==> src/rtl/strand_engine_multi.sv <==
// LED strand engine: WS2811 NRZ or WS2801 clock+data, selected per frame.
// Pixels stream from frame-buffer RAM with a one-pixel prefetch.
module strand_engine_multi #(
  parameter int MEM_ADDR_WIDTH  = 10,
  parameter int BIT_CYCLES      = 63,
  parameter int T0H_CYCLES      = 20,
  parameter int T1H_CYCLES      = 40,
  parameter int SPI_HALF_CYCLES = 25,
  parameter int RESET_CYCLES    = 2500
) (
  input  logic                      clk,
  input  logic                      rst_n,
  input  logic                      start,
  input  logic                      mode,
  input  logic [MEM_ADDR_WIDTH-1:0] strand_offset,
  input  logic [MEM_ADDR_WIDTH:0]   strand_length,
  output logic                      mem_rd,
  output logic [MEM_ADDR_WIDTH-1:0] mem_addr,
  input  logic [23:0]               mem_data,
  output logic                      data_out,
  output logic                      clk_out,
  output logic                      busy,
  output logic                      done
);

  localparam int AW = MEM_ADDR_WIDTH;
  localparam int SPI_CELL = 2 * SPI_HALF_CYCLES;
  localparam int CELL_MAX =
    (BIT_CYCLES > SPI_CELL) ? BIT_CYCLES : SPI_CELL;
  localparam int CW = $clog2(CELL_MAX + 1);
  localparam int RW = $clog2(RESET_CYCLES + 1);

  typedef enum logic [2:0] {
    S_IDLE, S_FETCH, S_LOAD, S_SHIFT, S_LATCH, S_DONE
  } state_t;

  state_t         state, state_nx;
  logic           mode_r;
  logic [AW-1:0]  off_r;
  logic [AW:0]    len_r;
  logic [AW:0]    pix_r;
  logic [23:0]    shreg;
  logic [23:0]    hold;
  logic           hold_pend;
  logic [4:0]     bit_r;
  logic [CW-1:0]  cell_r;
  logic [RW-1:0]  lat_r;
  logic           zdone;

  logic           accept;
  logic           cell_end;
  logic           pix_end;
  logic           more;
  logic           prefetch;
  logic           lat_end;
  logic [CW-1:0]  cell_last;
  logic [CW-1:0]  high_len;

  assign accept    = start && (strand_length != '0);
  assign cell_last = mode_r ? CW'(BIT_CYCLES - 1)
                            : CW'(SPI_CELL - 1);
  assign high_len  = shreg[23] ? CW'(T1H_CYCLES)
                               : CW'(T0H_CYCLES);
  assign cell_end  = (cell_r == cell_last);
  assign pix_end   = cell_end && (bit_r == 5'd23);
  assign more      = (pix_r + (AW+1)'(1)) < len_r;
  assign lat_end   = (lat_r == RW'(RESET_CYCLES - 1));
  // Next pixel is requested at the very start of the current one.
  assign prefetch  = (state == S_SHIFT) && (bit_r == 5'd0)
                  && (cell_r == '0) && more;

  always_ff @(posedge clk or negedge rst_n) begin
    if (!rst_n) state <= S_IDLE;
    else        state <= state_nx;
  end

  always_comb begin
    state_nx = state;
    unique case (state)
      S_IDLE:  if (accept) state_nx = S_FETCH;
      S_FETCH: state_nx = S_LOAD;
      S_LOAD:  state_nx = S_SHIFT;
      S_SHIFT: if (pix_end && !more) state_nx = S_LATCH;
      S_LATCH: if (lat_end) state_nx = S_DONE;
      S_DONE:  state_nx = S_IDLE;
      default: state_nx = S_IDLE;
    endcase
  end

  always_comb begin
    busy     = (state != S_IDLE);
    done     = (state == S_DONE) || zdone;
    mem_rd   = (state == S_FETCH) || prefetch;
    mem_addr = '0;
    data_out = 1'b0;
    clk_out  = 1'b0;
    if (state == S_FETCH)
      mem_addr = off_r;
    else if (prefetch)
      mem_addr = off_r + pix_r[AW-1:0] + AW'(1);
    if (state == S_SHIFT) begin
      if (mode_r) begin
        data_out = (cell_r < high_len);
      end else begin
        data_out = shreg[23];
        clk_out  = (cell_r >= CW'(SPI_HALF_CYCLES));
      end
    end
  end

  always_ff @(posedge clk or negedge rst_n) begin
    if (!rst_n) begin
      mode_r    <= 1'b0;
      off_r     <= '0;
      len_r     <= '0;
      pix_r     <= '0;
      shreg     <= '0;
      hold      <= '0;
      hold_pend <= 1'b0;
      bit_r     <= '0;
      cell_r    <= '0;
      lat_r     <= '0;
      zdone     <= 1'b0;
    end else begin
      zdone     <= (state == S_IDLE) && start
                && (strand_length == '0);
      hold_pend <= prefetch;
      if (hold_pend) hold <= mem_data;
      unique case (state)
        S_IDLE: begin
          if (accept) begin
            mode_r <= mode;
            off_r  <= strand_offset;
            len_r  <= strand_length;
            pix_r  <= '0;
          end
        end
        S_LOAD: begin
          shreg  <= mem_data;
          bit_r  <= '0;
          cell_r <= '0;
        end
        S_SHIFT: begin
          if (cell_end) begin
            cell_r <= '0;
            if (bit_r == 5'd23) begin
              bit_r <= '0;
              pix_r <= pix_r + (AW+1)'(1);
              shreg <= hold;
            end else begin
              bit_r <= bit_r + 5'd1;
              shreg <= {shreg[22:0], 1'b0};
            end
          end else begin
            cell_r <= cell_r + CW'(1);
          end
        end
        S_LATCH: lat_r <= lat_end ? '0 : lat_r + RW'(1);
        default: ;
      endcase
    end
  end

endmodule

==> config.mk <==
export PLATFORM = sky130hd
export DESIGN_NAME = strand_engine_multi
export DESIGN_NICKNAME = d
export VERILOG_FILES = /design/src/rtl/strand_engine_multi.sv
export SDC_FILE = /design/constraint.sdc
export NUM_CORES = 1
export LEC_CHECK = 0
export ABC_AREA = 1
export BUFFER_PORTS_ARGS = -buffer_cell sky130_fd_sc_hd__buf_2
export CAP_MARGIN = 20
export CORE_UTILIZATION = 35
export DETAILED_ROUTE_END_ITERATION = 12
export GPL_ROUTABILITY_DRIVEN = 1
export PLACE_DENSITY_LB_ADDON = 0.05
export RECOVER_POWER = 50
export SETUP_SLACK_MARGIN = 0.2
export SYNTH_ARGS = -nofsm -noshare
export SYNTH_HDL_FRONTEND = slang
export SYNTH_SLANG_ARGS = --single-unit
==> constraint.sdc <==
create_clock -name clk -period 3.3 [get_ports clk]
set_clock_uncertainty 0.05 [all_clocks]
set_input_delay 0.66 -clock clk [delete_from_list [all_inputs] [get_ports clk]]
set_output_delay 0.66 -clock clk [all_outputs]
set_load 0.02 [all_outputs]
* Word-level counts from Yosys, hierarchy flattened *
Cells that the tools add are included.

word-level totals
  bits in registers = 109
  logic and storage cells = 82
  input bits = 49

operators by class
  reductions and logical operators = 23
  $add $sub $neg = 6
  order comparisons = 3
  muxes and demuxes = 25
  eq/ne operators = 13

operators with widths
  cell                   number
  $mux 24                2
  $pmux 24 s2            1
  $mux 11                3
  $pmux 11 s2            1
  $mux 10                2
  $pmux 3 s5             1
  $add 12x1->12 const B  1
  $eq 12x12->1 const B   1
  $mux 12                1
  $mux 6                 2
  $pmux 6 s2             1
  $add 11x1->11 const B  1
  $logic_not 11->1       1
  $lt 11x11->1           1
  $reduce_bool 11->1     1
  $add 10x1->10 const B  1
  $add 10x10->10         1
  $mux 5                 2
  $pmux 5 s2             1
  $mux 3                 3
  $logic_and 1x1->1      8
  $add 6x1->6 const B    1
  $eq 3x2->1 const B     2
  $eq 3x3->1 const B     2
  other kinds (20)       29

* Depth between registers and ports, before layout *
Gate-level depths: netlist of run 1.

  word-level depth = 6
  gate-level depth with buffers = 18

* Worst setup path before layout of run 1 *
No wires, ideal clock.

  path type = register to output
  start point = reg pix_r[0]
  end point = out mem_addr[0]
  data required time = 2590 ps
  arrival = 2481 ps
  cell stages (with the launch flop) = 15
  path slack = 109 ps
  path through = dfrtp_1 ha_1 nand3_1 nor2_1 nand4_1 nand2_1 inv_1 ha_1 nand2_1 inv_1 nand2_1 nor2_1 nand2_1 nand4_1 o21ai_0

on the way
  word-level cells in the longest chain between the ends = 5

RTL lines
  item                    RTL line  text
  start, declared         41        logic [AW:0] pix_r;
  start signal, assigned  148       pix_r <= pix_r + (AW+1)'(1);
  $add 11x1->11           66        assign more = (pix_r + (AW+1)'(1)) < len_r;
  $lt 11x11->1            66
  $logic_and 1x1->1       70        && (cell_r == '0) && more;
  $mux 10 *               99        else if (prefetch)
  $mux 10 *               97        if (state == S_FETCH)
  end, declared           18        output logic [MEM_ADDR_WIDTH-1:0] mem_addr,

Mark *: on every way between the ends. The rest lies on a longest branch, timed or not.

* Final worst setup path of run 1 *
  start point = reg pix_r[3]
  end point = out mem_addr[9]

on the way
  word-level cells in the longest chain between the ends = 5

RTL lines
  item                RTL line  text
  $add 11x1->11       66
  $lt 11x11->1        66
  $logic_and 1x1->1   70
  named net prefetch  54        logic prefetch;
  $mux 10             99
  $mux 10             97

The timed path passes the listed nets, and every way through them passes these cells.

==> results of run 1 <==
-- where the power goes --
part           total (W)  leakage [nW]  internal [W]  switching, W
sequential       0.00216          1.35       0.00182      0.000333
clock            0.00109         0.139      0.000534      0.000558
combinational    0.00236          2.19      0.000890       0.00147
total            0.00560          3.68       0.00325       0.00236
-- tightest hold or removal path: stages (launching register included) --
cell,delay [ps]
dfrtp_1,350
nand2_1,50
o21ai_0,60
-- metrics by stage --
step,hold WS (ps),instance area [µm²]
floorplan,314,6330
global placement,421,6900
detailed placement,427,6900
CTS,308,7270
global route,449,7310
finish,441,7310
-- synthesized netlist by cell type (all sizes together) --
| cell | n | area share (%) |
|---|---|---|
| fa | 1 | 0.32 |
| o21bai | 3 | 0.36 |
| xnor2 | 5 | 0.69 |
| nand4 | 6 | 0.59 |
| a21oi | 43 | 3.9 |
| nand2 | 232 | 14 |
| o21a | 1 | 0.12 |
| clkbuf | 13 | 0.77 |
| a31oi | 12 | 1.2 |
| a21o | 1 | 0.12 |
| a31o | 1 | 0.14 |
| o22ai | 4 | 0.40 |
| mux2 | 4 | 0.71 |
| buf | 15 | 1.8 |
| o21ai | 93 | 7.8 |
| a22oi | 1 | 0.12 |
| ha | 30 | 5.9 |
| nor2 | 73 | 4.4 |
| nor3 | 9 | 0.79 |
| nand3 | 43 | 3.8 |
| inv | 106 | 6.3 |
| xor2 | 16 | 2.2 |
| o211ai | 2 | 0.24 |
| or2 | 1 | 0.099 |
| dfrtp | 109 | 43 |
| nand3b | 3 | 0.36 |
-- placed cells by master, fill, tap and decap left out, types with 2 or more instances in the layout --
master	n
nand2_1	227
dfrtp_1	107
inv_1	103
o21ai_0	81
nor2_1	72
buf_2	56
nand3_1	39
a21oi_1	34
ha_1	28
buf_4	25
xor2_1	15
a31oi_1	12
a21oi_2	9
clkbuf_16	9
nor3_1	7
o21ai_2	7
nand4_1	6
nand2_2	5
o21ai_1	5
xnor2_1	5
mux2_2	4
o22ai_1	4
nand3_2	3
o21bai_1	3
inv_2	3
nand3b_1	3
inv_6	3
nor3_2	2
o211ai_1	2
ha_4	2
buf_6	2
dfrtp_2	2
-- flip-flops by register name (all words and copies together) (netlist names) --
register	flops
bit_r	5
cell_r	6
hold	24
hold_pend	1
lat_r	12
len_r	11
mode_r	1
off_r	10
pix_r	11
shreg	24
state	3
zdone	1
-- what timing repair did --
item	4_1_cts	5_1_grt
gates resized for setup	22	5
setup endpoints to repair	11	11
pin swaps	2	2
buffers inserted	4	4
-- cell families after synthesis --
family / count (synthesis) / share of synthesized area (%)
buffers and inverters: 134 / 8.88
DFF: 109 / 43.1
muxes: 4 / 0.712
xor gates and xnor gates: 21 / 2.91
and+or+nand+nor: 367 / 23.8
adders and majority gates: 31 / 6.25
AOI/OAI and AO/OA: 161 / 14.4
-- final timing paths --
kind	from	end	slack (ps)	depth (start not counted)
max	pix_r[3]	mem_addr[9]	-150	19
min	len_r[9]	len_r[9]	440	2
max reg2reg	pix_r[3]	hold_pend	870	17
min reg2reg	len_r[9]	len_r[9]	440	2
max in group asynchronous	rst_n	shreg[11]	640	2
min in group asynchronous	rst_n	off_r[2]	520	1
-- metal layers --
metal / vias up / GRT usage, %
met5: - / 0
met4: 0 / 5.74
met3: 9 / 3.06
met2: 81 / 28.0
met1: 2457 / 24.2
li1: 2782 / -
-- cell type report --
cell class                 count  area, µm²
inverter                     106        398
tap                          225        282
clock inverter                 6       61.3
clock buffer                  10        229
sequential                   109       2730
fill                        1791      10200
multi-input combinational    584       3100
timing repair buffer          85        515
==> results.cfg, run 1 <==
[timing]
slew_violations = 0
slew_headroom_pct = 4.95
min_period_ps = 3450
setup_viol = 11
final.setup.worst_slack_ps = -152
tightest_slew_ps = 1430
rsz0062_at_grt = true
hold_violations = 0
period_share_pct = 105
setup_tns_ps = -1020
fmax_mhz = 290

[floorplan]
core_um2 = 17500
die_h_um = 136
num_rows = 48
die_area_um2 = 18600
io-pin-count = 64
die_w_um = 136
initial_utilization_pct = 36.2

[routing]
wl_met1_um = 7750
drtAntennaViolNets = 0
remaining_drc_errors = 0
vias_per_cell = 4.74
dr_wl_met3_um = 410
drtIter0Drc = 267
wl_per_cell_um = 13.5
vias = 5329
wl_um = 15200
wl_met2_um = 6860
drtPass1Iterations = 4
top_layer = met4

[global_route]
grt_use_total_pct = 17.6
antenna_found_initial = 0
gr-total-overflow = 0
grt_pass1_wl_um = 25500
grt_max_degree = 63
grt_pass1_vias = 5136

[outcome]
status = finished, violations left
failed_checks = setup timing

[placement]
dp_slack_ps = 106
hpwl_um = 10600
gp_congestion = 0.877
numPortBuffers = 63
post-place-cells = 1101

[logic_synthesis]
synth-seq-area-share_pct = 43.1
synth_cells = 827
ys_ff_latch = 109
syn-num-nets = 907
synth_cell_type_count = 36
synth_warnings = 0
syn_area_um2 = 6330
syn_avg_cell_area_um2 = 7.65

[critical_path]
crit_top_cell = nand2_1
critPathMaxFanout = 10
slowest_stage = dfrtp_1
required_ps = 2590
worstPathCellList = nand2_1 > nor3_2 > buf_4 > buf_4 > nand3_1 > nand2_1 > nand2_2 > ha_4 > nand2_1 > inv_1 > nand2_1 > nor2_1 > nand2_1 > nand4_1 > buf_6 > inv_2 > nand2_1 > nand2_1 > buf_4
slowest_delay_ps = 400
path_class = flop to output pin
cp-start-kind = flop
worstPathArrival_ps = 2740
crit_buf_inv = 6
cp_top_family = simple AND/OR/NAND/NOR gates
critPathCaptureType = output pin

[final_layout]
nets = 975
fin_cells = 1125
drive_above_1_share_pct = 15.8
area_delta_synth_final_pct = 15.5
post-route-util_pct = 41.8
n_antenna_cell = 0

[clocking]
cts_buffers = 9
htreeDepth = 3
clock_latency_ps = 360
cts_tree = yes
cts_hold_repair.buffers = 0
cts_buffer_depth = 2
cts_sinks = 109
clkTransAtPathRegs_ps = 80
cts-root-buf = clkbuf_16

[power]
total_power_w = 0.00560
p_leak_nw = 3.68
vdd_drop_max_v = 0.000320
power-per-cell-area_nw_per_um2 = 767

[job]
drv_cap = 0

[min_path]
hp-class = flop to flop
Note: power is estimated with default switching activity, not from simulation.
==> run 2, diff against run 1 <==
--- a/config.mk
+++ b/config.mk
@@ -6,10 +6,10 @@
 export NUM_CORES = 1
 export LEC_CHECK = 0
 export ABC_AREA = 1
-export BUFFER_PORTS_ARGS = -buffer_cell sky130_fd_sc_hd__buf_2
 export CAP_MARGIN = 20
 export CORE_UTILIZATION = 35
 export DETAILED_ROUTE_END_ITERATION = 12
+export DONT_BUFFER_PORTS = 1
 export GPL_ROUTABILITY_DRIVEN = 1
 export PLACE_DENSITY_LB_ADDON = 0.05
 export RECOVER_POWER = 50
==> constraint.sdc (replaced) <==
create_clock -name clk -period 3.92 [get_ports clk]
set_clock_uncertainty 0.05 [all_clocks]
set_input_delay 0.784 -clock clk [delete_from_list [all_inputs] [get_ports clk]]
set_output_delay 0.784 -clock clk [all_outputs]
set_load 0.02 [all_outputs]
==> results.cfg, run 2 (synthesized netlist as in run 1, its figures left out) <==
[clocking]
cts_buffer_depth = 2
clkTransAtPathRegs_ps = 80
clock_latency_ps = 360
cts_tree = yes
cts_sinks = 109
htreeDepth = 3
cts-root-buf = clkbuf_16
cts_buffers = 9

[final_layout]
seqCellArea_um2 = 2740
area_delta_synth_final_pct = 10.2
reg.largest.list = hold x24, shreg x24, lat_r x12
fin_cells = 1062
nets = 912
post-route-util_pct = 39.9
final_common_cell = nand2_1
n_antenna_cell = 0
drive_above_1_share_pct = 9.92
multi_input_area_um2 = 3090
final_cell_mix = 226 x nand2_1, 104 x inv_1, 102 x dfrtp_1
fillers = 1799

[power]
p_leak_nw = 3.43
vdd_drop_max_v = 0.000278
power-per-cell-area_nw_per_um2 = 669

[global_route]
grt_pass1_wl_um = 24800
gr-total-overflow = 0
grt_use_total_pct = 17.3
grt_pass1_vias = 4910
antenna_found_initial = 0
grt_max_degree = 110

[critical_path]
cp-start-kind = flop
critPathMaxFanout = 10
reg2reg_to = shreg[18]
reg2reg_slack_ps = 860
path_class = flop to output pin
reg2reg_from = state[2]
worstPathArrival_ps = 2710
critPathCaptureType = output pin
reg2regPathDepth = 8
required_ps = 3090

[timing]
tightest_slew_ps = 982
rsz0062_at_grt = true
period_share_pct = 90.3
slew_violations = 0
fmax_mhz = 282
slew_headroom_pct = 34.5
setup_viol = 0
hold_violations = 0
min_period_ps = 3540
setup_tns_ps = 0

[floorplan]
die_h_um = 136
num_rows = 48
initial_utilization_pct = 36.2
die_area_um2 = 18600
die_w_um = 136
core_um2 = 17500
io-pin-count = 64

[routing]
vias = 5158
wl_per_cell_um = 14.1
drtAntennaViolNets = 0
remaining_drc_errors = 0
wl_um = 15000
vias_per_cell = 4.86
drtPass1Iterations = 6
drtIter0Drc = 292

[outcome]
status = completed

[placement]
gp_congestion = 0.816
numPortBuffers = 0
post-place-cells = 1037
hpwl_um = 10500

[job]
drv_cap = 0

[min_path]
hp-class = input port to asynchronous set/reset pin
[run 2: cell types whose count changed in the layout (fill, tap and decap cells not counted), moves of 2 or more]
cell      previous run  this run
buf_4               25        19
dfrtp_2              2         7
dfrtp_1            107       102
clkinv_2             0         2
o21ai_0             81        83
buf_2               56         0
o21ai_1              5         3
[run 2: cell type report]
| class | count | area share (%) |
|---|---|---|
| clock buffer | 9 | 3.23 |
| clock inverter | 7 | 1.15 |
| inverter | 106 | 5.70 |
| multi-input combinational | 584 | 44.2 |
| sequential | 109 | 39.2 |
| tap | 225 | 4.04 |
| timing repair buffer | 22 | 2.42 |
[run 2: through the flow]
stage                     power (W)  instance area [µm²]  hold slack [ps]  setup WS, ps
after CTS                   0.00470                 6870             46.4           228
after global routing        0.00511                 6980             40.0           145
final                       0.00467                 6980             62.8           379
after detailed placement    0.00371                 6550              430           509
after floorplan             0.00325                 6330              403           605
after global placement      0.00366                 6550              419           584
[run 2: report_power, final]
part / internal (W) / switching [W] / total, W
combinational: 0.000686 / 0.00122 / 0.00191
sequential: 0.00154 / 0.000264 / 0.00180
clock: 0.000508 / 0.000452 / 0.000960
[run 2: per-layer routing]
layer	vias up	track usage [%]	routed length (µm)
met5	-	0	0
met4	0	3.95	148
met3	12	4.44	671
met2	88	26.3	6620
met1	2402	24.4	7560
li1	2656	-	-
[run 2: worst max path at each step]
| stage | startpoint | to | slack, ps | cells after the start |
|---|---|---|---|---|
| 3_3_place_gp | pix_r[0] | mem_addr[1] | 580 | 16 |
| 5_1_grt | pix_r[1] | mem_addr[5] | 150 | 16 |
| 6_report | pix_r[1] | mem_addr[5] | 380 | 16 |
| 4_1_cts | pix_r[1] | mem_addr[7] | 230 | 16 |
| 2_1_floorplan | pix_r[0] | mem_addr[0] | 600 | 14 |
| 3_5_place_dp | pix_r[0] | mem_addr[7] | 510 | 16 |
[run 2: critical path, cell delays in order, from the launching register on]
cell and delay [ps]:
dfrtp_2 450, ha_4 190, nand3_2 110, nor2_4 60
a31o_2 190, nand2_1 70, inv_1 40, ha_1 280
nand2_1 70, inv_1 30, nand2_1 80, nor2_1 50
nand2_1 80, nand4_1 150, buf_6 190, o21ai_0 150
buf_4 160
[run 2: what timing repair did]
item / CTS / global route
setup endpoints to repair: 10 / 11
cloned: 0 / 0
hold buffers: 0 / 0
setup buffers: 1 / 6
gates resized for setup: 4 / 17
pin swaps: 0 / 2
==> run 3, diff against run 2 <==
==> constraint.sdc (replaced) <==
create_clock -name clk -period 3.92 [get_ports clk]
set_clock_uncertainty 0.05 [all_clocks]
set_input_delay 0.98 -clock clk [delete_from_list [all_inputs] [get_ports clk]]
set_output_delay 0.98 -clock clk [all_outputs]
set_load 0.02 [all_outputs]
==> results.cfg, run 3 (synthesized netlist as in run 1, its figures left out) <==
[outcome]
status = finished, violations left
failed_checks = capacitance limit, slew limit

[final_layout]
area_delta_synth_final_pct = 10.4
n_antenna_cell = 0
final_cell_mix = 226 x nand2_1, 104 x dfrtp_1, 103 x inv_1
fillers = 1793
fin_cells = 1061
nets = 911
drive_above_1_share_pct = 9.81
reg.largest.list = hold x24, shreg x24, lat_r x12
final_common_cell = nand2_1

[clocking]
clkTransAtPathRegs_ps = 80
cts_buffer_depth = 2
cts_tree = yes
cts_sinks = 109
htreeDepth = 3
cts-root-buf = clkbuf_16
cts_hold_repair.buffers = 0
cts_buffers = 9
clock_latency_ps = 360

[critical_path]
worstPathArrival_ps = 2690
path_class = flop to output pin
crit_top_cell = nand2_1
worstPathCellList = nand2_1 > nor3_1 > nand3_1 > nand2_1 > nand2_1 > ha_1 > nand2_1 > inv_1 > nand2_1 > nor2_1 > nand2_1 > nand4_1 > buf_6 > o21ai_0 > buf_4
critPathCaptureType = output pin
cp-start-kind = flop
required_ps = 2890
slowest_delay_ps = 440
slowest_stage = dfrtp_2
critPathMaxFanout = 10

[global_route]
gr-total-overflow = 0
grt_use_total_pct = 17.7
antenna_found_initial = 0
grt_max_degree = 110
grt_pass1_vias = 4967
grt_pass1_wl_um = 25300

[timing]
setup_viol = 0
min_period_ps = 3720
rsz0062_at_grt = true
tightest_slew_ps = 1500
hold_violations = 0
fmax_mhz = 269
slew_violations = 30
period_share_pct = 94.8
slew_headroom_pct = -0.291
setup_tns_ps = 0

[routing]
drtIter0Drc = 185
vias = 5196
vias_per_cell = 4.90
drtPass1Iterations = 5
wl_per_cell_um = 14.3
wl_um = 15200
drtAntennaViolNets = 0
remaining_drc_errors = 0

[job]
drv_cap = 1

[floorplan]
die_area_um2 = 18600
die_w_um = 136
die_h_um = 136
num_rows = 48
initial_utilization_pct = 36.2
io-pin-count = 64
core_um2 = 17500

[placement]
numPortBuffers = 0
gp_congestion = 0.820
hpwl_um = 10600
post-place-cells = 1037

[power]
vdd_drop_max_v = 0.000303
p_leak_nw = 3.41
power-per-cell-area_nw_per_um2 = 670

[min_path]
hp-class = input port to asynchronous set/reset pin
[run 3: cell types whose count changed in the layout (fill, tap and decap cells not counted), sizes merged]
cell,previous run,this run
clkinv,2,4
buf,21,20
bufinv,1,0
inv,110,109
[run 3: through the flow]
step	utilization (%)	setup WS (ps)	area, µm²	hold WS (ps)	power [W]
finish	40.0	202	6990	265	0.00468
global route	40.0	-59.7	6990	233	0.00510
CTS	39.9	140	6970	234	0.00473
detailed placement	37.5	271	6560	428	0.00371
floorplan	-	409	6330	403	0.00325
global placement	37.5	367	6560	420	0.00367
[run 3: final cells by class]
cell class	instances	area, µm²	share of cell area [%]
multi-input cells	584	3090	44.2
repair buffers	21	170	2.44
clock inverters	7	88.8	1.27
flip-flops and latches	109	2730	39.1
inverters	106	398	5.70
clock buffers	9	225	3.22
well taps	225	282	4.03
[run 3: metal layers]
metal | vias to the layer above | GRT usage, % | part of all wire [%]
met5 | - | 0 | 0
met4 | 0 | 5.99 | 1.3
met3 | 12 | 4.03 | 4.7
met2 | 90 | 27.0 | 44
met1 | 2436 | 24.5 | 50
li1 | 2658 | - | -
[run 3: power by group]
group	internal, W	switching [W]
clock network	0.000462	0.000504
logic	0.000691	0.00124
registers	0.00154	0.000244
[run 3: critical path: cells and delay by family, from the launching register on]
kind            cells  cell delay [ps]
flops               1              440
fa+ha+maj           1              290
buf+inv             3              400
compound gates      1              150
simple gates       10             1050
[run 3: repair_timing]
action | in CTS | in global routing
setup buffers | 6 | 0
pin swaps | 2 | 2
resized for setup | 15 | 8
setup endpoints to repair | 11 | 11
[run 3: worst paths after layout]
check                           depth (start not counted)           to  startpoint  slack, ps
worst max register to register                          8    shreg[19]    state[2]        870
worst min register to register                          2     len_r[1]    len_r[1]        440
worst max-delay path                                   15  mem_addr[2]    pix_r[5]        200
min in group clk                                        2     len_r[1]    len_r[1]        440
max in group asynchronous                               0     pix_r[6]       rst_n       3210
worst min-delay path                                    0     off_r[5]       rst_n        270
